==> config.mk <==
export PLATFORM = sky130hd
export DESIGN_NAME = decode_issue_stage
export DESIGN_NICKNAME = d
export VERILOG_FILES = /design/src/rtl/sys_defs_pkg.sv /design/src/rtl/sb_regfile.sv /design/src/rtl/decode_issue_stage.sv
export SDC_FILE = /design/constraint.sdc
export NUM_CORES = 2
export LEC_CHECK = 0
export CAP_MARGIN = 10
export CORE_ASPECT_RATIO = 1.25
export CORE_MARGIN = 10
export CORE_UTILIZATION = 44
export DETAILED_ROUTE_END_ITERATION = 7
export PLACE_DENSITY = 0.57
export SYNTH_ARGS = -nofsm -noshare
export SYNTH_HDL_FRONTEND = slang
export SYNTH_HIERARCHICAL = 1
export SYNTH_SLANG_ARGS = --single-unit
==> constraint.sdc <==
create_clock -name clk -period 3.2 [get_ports clk]
set_clock_uncertainty 0.05 [all_clocks]
set_input_delay 0.32 -clock clk [delete_from_list [all_inputs] [get_ports clk]]
set_output_delay 0.32 -clock clk [all_outputs]
set_load 0.03 [all_outputs]
==> src/rtl/sys_defs_pkg.sv <==
// Shared decode definitions: opcodes, immediate kinds, decode bundle.
// Used by decode_issue_stage (optional DECODE_ISSUE_WB_BYPASS_EN).
package sys_defs_pkg;

    localparam logic [6:0] OPC_LUI    = 7'b0110111;
    localparam logic [6:0] OPC_AUIPC  = 7'b0010111;
    localparam logic [6:0] OPC_JAL    = 7'b1101111;
    localparam logic [6:0] OPC_JALR   = 7'b1100111;
    localparam logic [6:0] OPC_BRANCH = 7'b1100011;
    localparam logic [6:0] OPC_LOAD   = 7'b0000011;
    localparam logic [6:0] OPC_STORE  = 7'b0100011;
    localparam logic [6:0] OPC_OPIMM  = 7'b0010011;
    localparam logic [6:0] OPC_OP     = 7'b0110011;

    typedef enum logic [2:0] {
        IMM_NONE,
        IMM_I,
        IMM_S,
        IMM_B,
        IMM_U,
        IMM_J
    } imm_type_e;

    typedef struct packed {
        logic [4:0] rs1;
        logic [4:0] rs2;
        logic [4:0] rd;
        logic       uses_rs1;
        logic       uses_rs2;
        logic       reg_wr;
        logic       illegal;
        imm_type_e  imm_type;
    } dec_t;

    function automatic dec_t decode(input logic [31:0] inst);
        dec_t       d;
        logic [6:0] op;
        logic [2:0] f3;
        logic [6:0] f7;
        op = inst[6:0];
        f3 = inst[14:12];
        f7 = inst[31:25];
        d = '0;
        d.rs1 = inst[19:15];
        d.rs2 = inst[24:20];
        d.rd  = inst[11:7];
        unique case (1'b1)
            op == OPC_LUI, op == OPC_AUIPC: begin
                d.reg_wr   = 1'b1;
                d.imm_type = IMM_U;
            end
            op == OPC_JAL: begin
                d.reg_wr   = 1'b1;
                d.imm_type = IMM_J;
            end
            op == OPC_JALR: begin
                d.illegal  = (f3 != 3'b000);
                d.uses_rs1 = 1'b1;
                d.reg_wr   = 1'b1;
                d.imm_type = IMM_I;
            end
            op == OPC_BRANCH: begin
                d.illegal  = (f3[2:1] == 2'b01);
                d.uses_rs1 = 1'b1;
                d.uses_rs2 = 1'b1;
                d.imm_type = IMM_B;
            end
            op == OPC_LOAD: begin
                d.illegal  = (f3 == 3'b011) || (f3[2:1] == 2'b11);
                d.uses_rs1 = 1'b1;
                d.reg_wr   = 1'b1;
                d.imm_type = IMM_I;
            end
            op == OPC_STORE: begin
                d.illegal  = f3[2] || (f3 == 3'b011);
                d.uses_rs1 = 1'b1;
                d.uses_rs2 = 1'b1;
                d.imm_type = IMM_S;
            end
            op == OPC_OPIMM: begin
                d.illegal  = ((f3 == 3'b001) && (f7 != 7'b0))
                          || ((f3 == 3'b101) && (f7 != 7'b0)
                              && (f7 != 7'b0100000));
                d.uses_rs1 = 1'b1;
                d.reg_wr   = 1'b1;
                d.imm_type = IMM_I;
            end
            op == OPC_OP: begin
                d.illegal  = !((f7 == 7'b0)
                            || ((f7 == 7'b0100000)
                                && ((f3 == 3'b000) || (f3 == 3'b101))));
                d.uses_rs1 = 1'b1;
                d.uses_rs2 = 1'b1;
                d.reg_wr   = 1'b1;
            end
            default: d.illegal = 1'b1;
        endcase
        // Illegal ops issue as inert bubbles: no reads, no writes.
        if (d.illegal) begin
            d.uses_rs1 = 1'b0;
            d.uses_rs2 = 1'b0;
            d.reg_wr   = 1'b0;
            d.imm_type = IMM_NONE;
        end
        if (!d.reg_wr) d.rd = '0;
        return d;
    endfunction

    function automatic logic [31:0] imm_gen(input logic [31:0] inst,
                                            input imm_type_e t);
        logic [31:0] imm;
        case (t)
            IMM_I: imm = {{20{inst[31]}}, inst[31:20]};
            IMM_S: imm = {{20{inst[31]}}, inst[31:25], inst[11:7]};
            IMM_B: imm = {{19{inst[31]}}, inst[31], inst[7],
                          inst[30:25], inst[11:8], 1'b0};
            IMM_U: imm = {inst[31:12], 12'b0};
            IMM_J: imm = {{11{inst[31]}}, inst[31], inst[19:12],
                          inst[20], inst[30:21], 1'b0};
            default: imm = '0;
        endcase
        return imm;
    endfunction

endpackage

==> src/rtl/sb_regfile.sv <==
// Architectural register file: 2 async read ports, 1 write port.
// x0 always reads zero; a same-cycle write is not forwarded.
module sb_regfile #(
    parameter int XLEN  = 32,
    parameter int NREGS = 32,
    parameter int IDX_W = $clog2(NREGS)
) (
    input  logic             clk,
    input  logic             rst,
    input  logic [IDX_W-1:0] ra1_i,
    input  logic [IDX_W-1:0] ra2_i,
    output logic [XLEN-1:0]  rd1_o,
    output logic [XLEN-1:0]  rd2_o,
    input  logic             we_i,
    input  logic [IDX_W-1:0] wa_i,
    input  logic [XLEN-1:0]  wd_i
);

    logic [XLEN-1:0] regs_q [NREGS];

    always_ff @(posedge clk or negedge rst) begin
        if (!rst) begin
            for (int i = 0; i < NREGS; i++) regs_q[i] <= '0;
        end else if (we_i && (wa_i != '0)) begin
            regs_q[wa_i] <= wd_i;
        end
    end

    assign rd1_o = (ra1_i == '0) ? '0 : regs_q[ra1_i];
    assign rd2_o = (ra2_i == '0) ? '0 : regs_q[ra2_i];

endmodule

==> src/rtl/decode_issue_stage.sv <==
// Decode/issue stage with scoreboard and operand read.
// Define DECODE_ISSUE_WB_BYPASS_EN to forward writeback into issue.
module decode_issue_stage
    import sys_defs_pkg::*;
#(
    parameter int XLEN  = 32,
    parameter int NREGS = 32,
    parameter int IDX_W = $clog2(NREGS)
) (
    input  logic             clk,
    input  logic             rst,
    input  logic             in_valid,
    output logic             in_ready,
    input  logic [31:0]      in_inst,
    input  logic [XLEN-1:0]  in_pc,
    input  logic             flush,
    input  logic             wb_valid,
    input  logic             wb_we,
    input  logic [IDX_W-1:0] wb_idx,
    input  logic [XLEN-1:0]  wb_data,
    output logic             out_valid,
    input  logic             out_ready,
    output logic [XLEN-1:0]  out_pc,
    output logic [XLEN-1:0]  out_rs1_val,
    output logic [XLEN-1:0]  out_rs2_val,
    output logic [XLEN-1:0]  out_imm,
    output logic [IDX_W-1:0] out_rd,
    output logic             out_reg_wr,
    output logic [6:0]       out_opcode,
    output logic [2:0]       out_funct3,
    output logic             out_illegal
);

    typedef struct packed {
        logic [XLEN-1:0]  pc;
        logic [XLEN-1:0]  rs1_val;
        logic [XLEN-1:0]  rs2_val;
        logic [XLEN-1:0]  imm;
        logic [IDX_W-1:0] rd;
        logic             reg_wr;
        logic [6:0]       opcode;
        logic [2:0]       funct3;
        logic             illegal;
    } id_ex_t;

    dec_t              dec;
    logic [IDX_W-1:0]  rs1, rs2, rd;
    logic signed [31:0] imm32;
    logic [XLEN-1:0]   rf_a, rf_b, op_a, op_b;
    logic [NREGS-1:0]  pend_q, pend_d, pend_eff, wb_clr;
    logic              hazard, accept;
    logic              vld_q, vld_d;
    id_ex_t            ex_q, ex_d;

    assign dec   = decode(in_inst);
    assign rs1   = IDX_W'(dec.rs1);
    assign rs2   = IDX_W'(dec.rs2);
    assign rd    = IDX_W'(dec.rd);
    assign imm32 = imm_gen(in_inst, dec.imm_type);

    sb_regfile #(
        .XLEN  (XLEN),
        .NREGS (NREGS),
        .IDX_W (IDX_W)
    ) u_rf (
        .clk   (clk),
        .rst   (rst),
        .ra1_i (rs1),
        .ra2_i (rs2),
        .rd1_o (rf_a),
        .rd2_o (rf_b),
        .we_i  (wb_valid && wb_we),
        .wa_i  (wb_idx),
        .wd_i  (wb_data)
    );

    assign wb_clr = wb_valid ? (NREGS'(1) << wb_idx) : '0;

`ifdef DECODE_ISSUE_WB_BYPASS_EN
    logic fwd_ok;
    assign fwd_ok   = wb_valid && wb_we && (wb_idx != '0);
    assign pend_eff = pend_q & ~wb_clr;
    assign op_a     = (fwd_ok && (wb_idx == rs1)) ? wb_data : rf_a;
    assign op_b     = (fwd_ok && (wb_idx == rs2)) ? wb_data : rf_b;
`else
    assign pend_eff = pend_q;
    assign op_a     = rf_a;
    assign op_b     = rf_b;
`endif

    assign hazard = in_valid
        && ((dec.uses_rs1 && (rs1 != '0) && pend_eff[rs1])
         || (dec.uses_rs2 && (rs2 != '0) && pend_eff[rs2])
         || (dec.reg_wr   && (rd  != '0) && pend_eff[rd]));

    assign in_ready = rst && !hazard && !flush
                   && (!vld_q || out_ready);
    assign accept   = in_valid && in_ready;

    always_comb begin
        ex_d  = ex_q;
        vld_d = vld_q;
        if (out_ready) vld_d = 1'b0;
        if (accept) begin
            vld_d         = 1'b1;
            ex_d.pc       = in_pc;
            ex_d.rs1_val  = op_a;
            ex_d.rs2_val  = op_b;
            ex_d.imm      = XLEN'(imm32);
            ex_d.rd       = rd;
            ex_d.reg_wr   = dec.reg_wr;
            ex_d.opcode   = in_inst[6:0];
            ex_d.funct3   = in_inst[14:12];
            ex_d.illegal  = dec.illegal;
        end
        if (flush) vld_d = 1'b0;
    end

    // Set is applied after the clears so a same-index set wins.
    always_comb begin
        pend_d = pend_q & ~wb_clr;
        if (flush && vld_q && ex_q.reg_wr) pend_d[ex_q.rd] = 1'b0;
        if (accept && dec.reg_wr && (rd != '0) && !dec.illegal)
            pend_d[rd] = 1'b1;
        pend_d[0] = 1'b0;
    end

    always_ff @(posedge clk or negedge rst) begin
        if (!rst) begin
            vld_q  <= 1'b0;
            ex_q   <= '0;
            pend_q <= '0;
        end else begin
            vld_q  <= vld_d;
            ex_q   <= ex_d;
            pend_q <= pend_d;
        end
    end

    assign out_valid   = vld_q;
    assign out_pc      = ex_q.pc;
    assign out_rs1_val = ex_q.rs1_val;
    assign out_rs2_val = ex_q.rs2_val;
    assign out_imm     = ex_q.imm;
    assign out_rd      = ex_q.rd;
    assign out_reg_wr  = ex_q.reg_wr;
    assign out_opcode  = ex_q.opcode;
    assign out_funct3  = ex_q.funct3;
    assign out_illegal = ex_q.illegal;

endmodule

==> results.toml <==
[logic_synthesis]
synth_top_cells_by_area = "sky130_fd_sc_hd__dfrtp_1 (47%), sky130_fd_sc_hd__mux2_2 (19%), sky130_fd_sc_hd__mux4_2 (15%), sky130_fd_sc_hd__mux2i_1 (4.2%), sky130_fd_sc_hd__clkbuf_1 (1.5%)"
number_of_enable_type_register_cells_in_the_synthesized_netlist = 0
ys_types = 74
ys.flop_type = "sky130_fd_sc_hd__dfrtp_1"
post_synthesis_cell_area_um2 = 63400
area_share_of_the_largest_cell_type_after_synthesis = 0.474
seq_area_frac_synth = 0.474
synthesis.instances = 4422
synth.avg_cell_area_um2 = 14.3
post_syn_nets = 4530
synth_top_cell_by_area = "sky130_fd_sc_hd__dfrtp_1"
yosys_warnings = 6
synth_seq_cells = 1201
synth-async-reset-ratio = 1.00

[power_and_ir_drop]
combinational_share_of_power = 0.196
cellLeakagePower_nw = 33.5
ir_worst_vdd_v = 0.000567
p_switching_mw = 12.1
internal_power_mw = 31.0
power_frac_seq = 0.437
power_per_cell_area_nw_per_um2 = 573
p_clk_frac = 0.367
netSwitchingFraction = 0.280

[drt]
antenna_violating_nets_post_route = 0
dr_total_vias = 43100
detail_route.drc_violations = 0
detail_route.wl_per_cell_um = 32.9
avgViaCountPerCell = 6.42
drt-pass1-iter-count = 8
routed_wirelength_mm = 221
detail_route.iter0.violations = 3964

[timing]
worst_slack_ps = -11.6
hold_viol_final = 0
fmax_mhz = 311
rsz_0062_raised_after_global_routing = "yes"
setup-violations-final = 2
maxSlewHeadroom = 0.235
post-route-period-util = 1.00
final-max-slew-violation-count = 0
timing.final.crit_period_ps = 3210
worstMarginPinSlew_ps = 1140
tns_ps = -17.9

[cells_and_area]
layout.cells.most_common = "sky130_fd_sc_hd__dfrtp_1"
area.growth.synth_to_final_pct = 18.4
layout-drive-gt1-share = 0.463
post_layout_net_count = 4831
fill_cells = 11900
postLayoutCoreUtil = 0.525
layout.cells.most_common_list = "sky130_fd_sc_hd__dfrtp_1 (1,196), sky130_fd_sc_hd__mux2_2 (1,092), sky130_fd_sc_hd__mux4_2 (416)"
finalInstanceArea_um2 = 75100

[critical_path]
arrival_ps = 2840
r2r_setup_slk_ps = -10
cpMaxStageDelayCell = "sky130_fd_sc_hd__mux4_2"
worst_r2r_startpoint = "pend_eff[17]"
timing.critical_path.fanout_max = 4
worstReg2RegEnd = "pend_eff[21]"
critPathKind = "flip-flop to primary output"
worst_r2r_path_depth = 12
worst_setup_path_endpoint = "in_ready"
critical_path.max_stage_delay_ps = 510
crit_chain = "mux4_2, nor4b_2, nor4_1, nand4_1, a41o_2, nand2_1, a21boi_1, buf_4"
critical_path_required_ps = 2830
start_kind = "flip-flop"
critPathCaptureType = "primary output"
worstSetupStartpoint = "pend_eff[12]"

[global_routing]
global_route.peak_usage_layer = "met2"
globalRouteMet3Util = 0.0537
gr-usage-all-layers = 0.271
maximum_number_of_pins_on_one_net_before_global_route_repair = 168
grt.overflow.total = 0
grt_use_met1 = 0.347
globalRouteMet2Util = 0.448
grt_first_pass_wirelength_mm = 322
vias_in_the_first_global_route = 44600
grt_antenna_before_repair = 12

[placed_design]
dpl_cell_area_um2 = 70500
place_hpwl_mm = 140
io_buffer_count = 254
gp_routability_congestion = 0.923

[cts]
clock_sinks = 1201
clk_transition_reported_paths_ps = 60
clock_path_buffers = 3
cts_made_buffers = 133
clock-root-buffer = "sky130_fd_sc_hd__clkbuf_16"
worst_skew_pair.late_latency_ps = 790
cts_tree = "done"
cts-htree-levels = 4

[floorplanning]
dieArea_um2 = 160000
num_io_pins = 255
die_h_um = 445
initial_core_util = 0.443
placement_rows = 155
dieWidth_um = 360
fp.coreArea_um2 = 143000

[run]
maxcap_viol_count = 0

[run_status]
result_of_the_run = "finished, violations left"
failed_checks = "negative setup slack"

[hold_path]
hold_path_class = "input pin to flip-flop"
==> worst min path at each step <==
stage / endpoint / start / depth (start not counted) / slack, ps
2_1_floorplan: out_funct3[0] / rst / 0 / -30
3_3_place_gp: u_rf/regs_q[318] / rst / 1 / 150
3_5_place_dp: u_rf/regs_q[318] / rst / 1 / 150
4_1_cts: out_imm[0] / in_inst[20] / 4 / 7
5_1_grt: out_imm[0] / in_inst[20] / 4 / 80
6_report: out_imm[0] / in_inst[20] / 4 / 60
==> through the flow <==
step                      hold slack, ps  setup slack, ps  total power [mW]  cells
after floorplan                    -25.6             63.0              24.0   4422
after global placement               150             -212              27.3   6454
after detailed placement             152             -252              27.5   6454
final                               59.6            -11.6              43.0   6716
after CTS                           7.49             5.81              43.3   6711
after global routing                79.7             -104              44.7   6714
==> cell type report <==
class / count / area, um^2 / area share
inverters: 12 / 45.0 / 0.000599
repair buffers: 650 / 6890 / 0.0917
diodes: 3 / 7.51 / 0.0000999
clock buffers: 197 / 4000 / 0.0532
flip-flops and latches: 1201 / 30100 / 0.400
multi-input cells: 2725 / 31300 / 0.417
clock inverters: 44 / 469 / 0.00624
well taps: 1884 / 2360 / 0.0314
==> cell families after synthesis <==
family                 Yosys count  share of synthesized area
AO/OA/AOI/OAI                  514                     0.0597
XOR/XNOR                         1                   0.000138
AND/OR/NAND/NOR                374                     0.0318
flip-flops                    1201                      0.474
multiplexers                  1835                      0.397
buffers and inverters          497                     0.0377
==> metal layers <==
layer | up-vias | part of all wire | routed length [um]
met1 | 23200 | 0.41 | 89700
met5 | - | 0.00037 | 81
li1 | 17700 | - | -
met4 | 14 | 0.045 | 9850
met2 | 1819 | 0.48 | 106000
met3 | 474 | 0.068 | 15100
==> registers in the layout (all words and copies together), names as in the netlist <==
name	cells
out_rs2_val	32
out_valid	1
out_imm	32
out_illegal	1
out_opcode	7
out_rd	5
out_reg_wr	1
pend_eff	31
out_pc	32
u_rf/regs_q	1024
out_funct3	3
out_rs1_val	32
==> critical path: cells and delay by family (launching register included) <==
family	cells	cell delay [ps]
mux	1	510
flops	1	470
simple gates	4	480
compound gates	2	400
buf+inv	1	180
==> synthesized netlist by cell type, types with 10 or more instances <==
library cell                number
sky130_fd_sc_hd__o32ai_1        15
sky130_fd_sc_hd__buf_1          63
sky130_fd_sc_hd__a31oi_1        43
sky130_fd_sc_hd__dfrtp_1      1201
sky130_fd_sc_hd__buf_2          91
sky130_fd_sc_hd__nand2b_1       12
sky130_fd_sc_hd__a211oi_1       54
sky130_fd_sc_hd__inv_1          11
sky130_fd_sc_hd__o22ai_1        49
sky130_fd_sc_hd__a22o_1         56
sky130_fd_sc_hd__a2111oi_1      10
sky130_fd_sc_hd__nor2_1         47
sky130_fd_sc_hd__nand3_1        31
sky130_fd_sc_hd__mux2i_1       269
sky130_fd_sc_hd__a41o_1         10
sky130_fd_sc_hd__a2111oi_0      20
sky130_fd_sc_hd__buf_4          48
sky130_fd_sc_hd__clkbuf_1      251
sky130_fd_sc_hd__o21ai_0        57
sky130_fd_sc_hd__buf_6          29
sky130_fd_sc_hd__nand3b_1       14
sky130_fd_sc_hd__nor2b_1        61
sky130_fd_sc_hd__nor4_1         20
sky130_fd_sc_hd__mux4_2        416
sky130_fd_sc_hd__a22oi_1        69
sky130_fd_sc_hd__mux2_2       1092
sky130_fd_sc_hd__nand2_1        72
sky130_fd_sc_hd__mux2_4         45
sky130_fd_sc_hd__nor3_1         56
sky130_fd_sc_hd__a21oi_1        41
sky130_fd_sc_hd__mux2_1         13
sky130_fd_sc_hd__o221ai_1       47
sky130_fd_sc_hd__and2_1         20
==> power groups by stage <==
stage                     logic, mW  clock network [mW]  registers [mW]
after floorplan                4.80                   0            19.2
after global placement         8.31                   0            19.0
after detailed placement       8.42                   0            19.0
after CTS                      8.47                16.1            18.8
after global routing           8.95                16.7            19.0
final                          8.43                15.8            18.8
==> repair_timing <==
item,CTS,global route
pin swaps,4,1
setup buffers,8,1
hold endpoints to repair,293,0
setup endpoints to repair,1,36
gates cloned,1,1
resized for setup,5,7
hold buffers,7,0
Power figures use the tool's default switching activity.
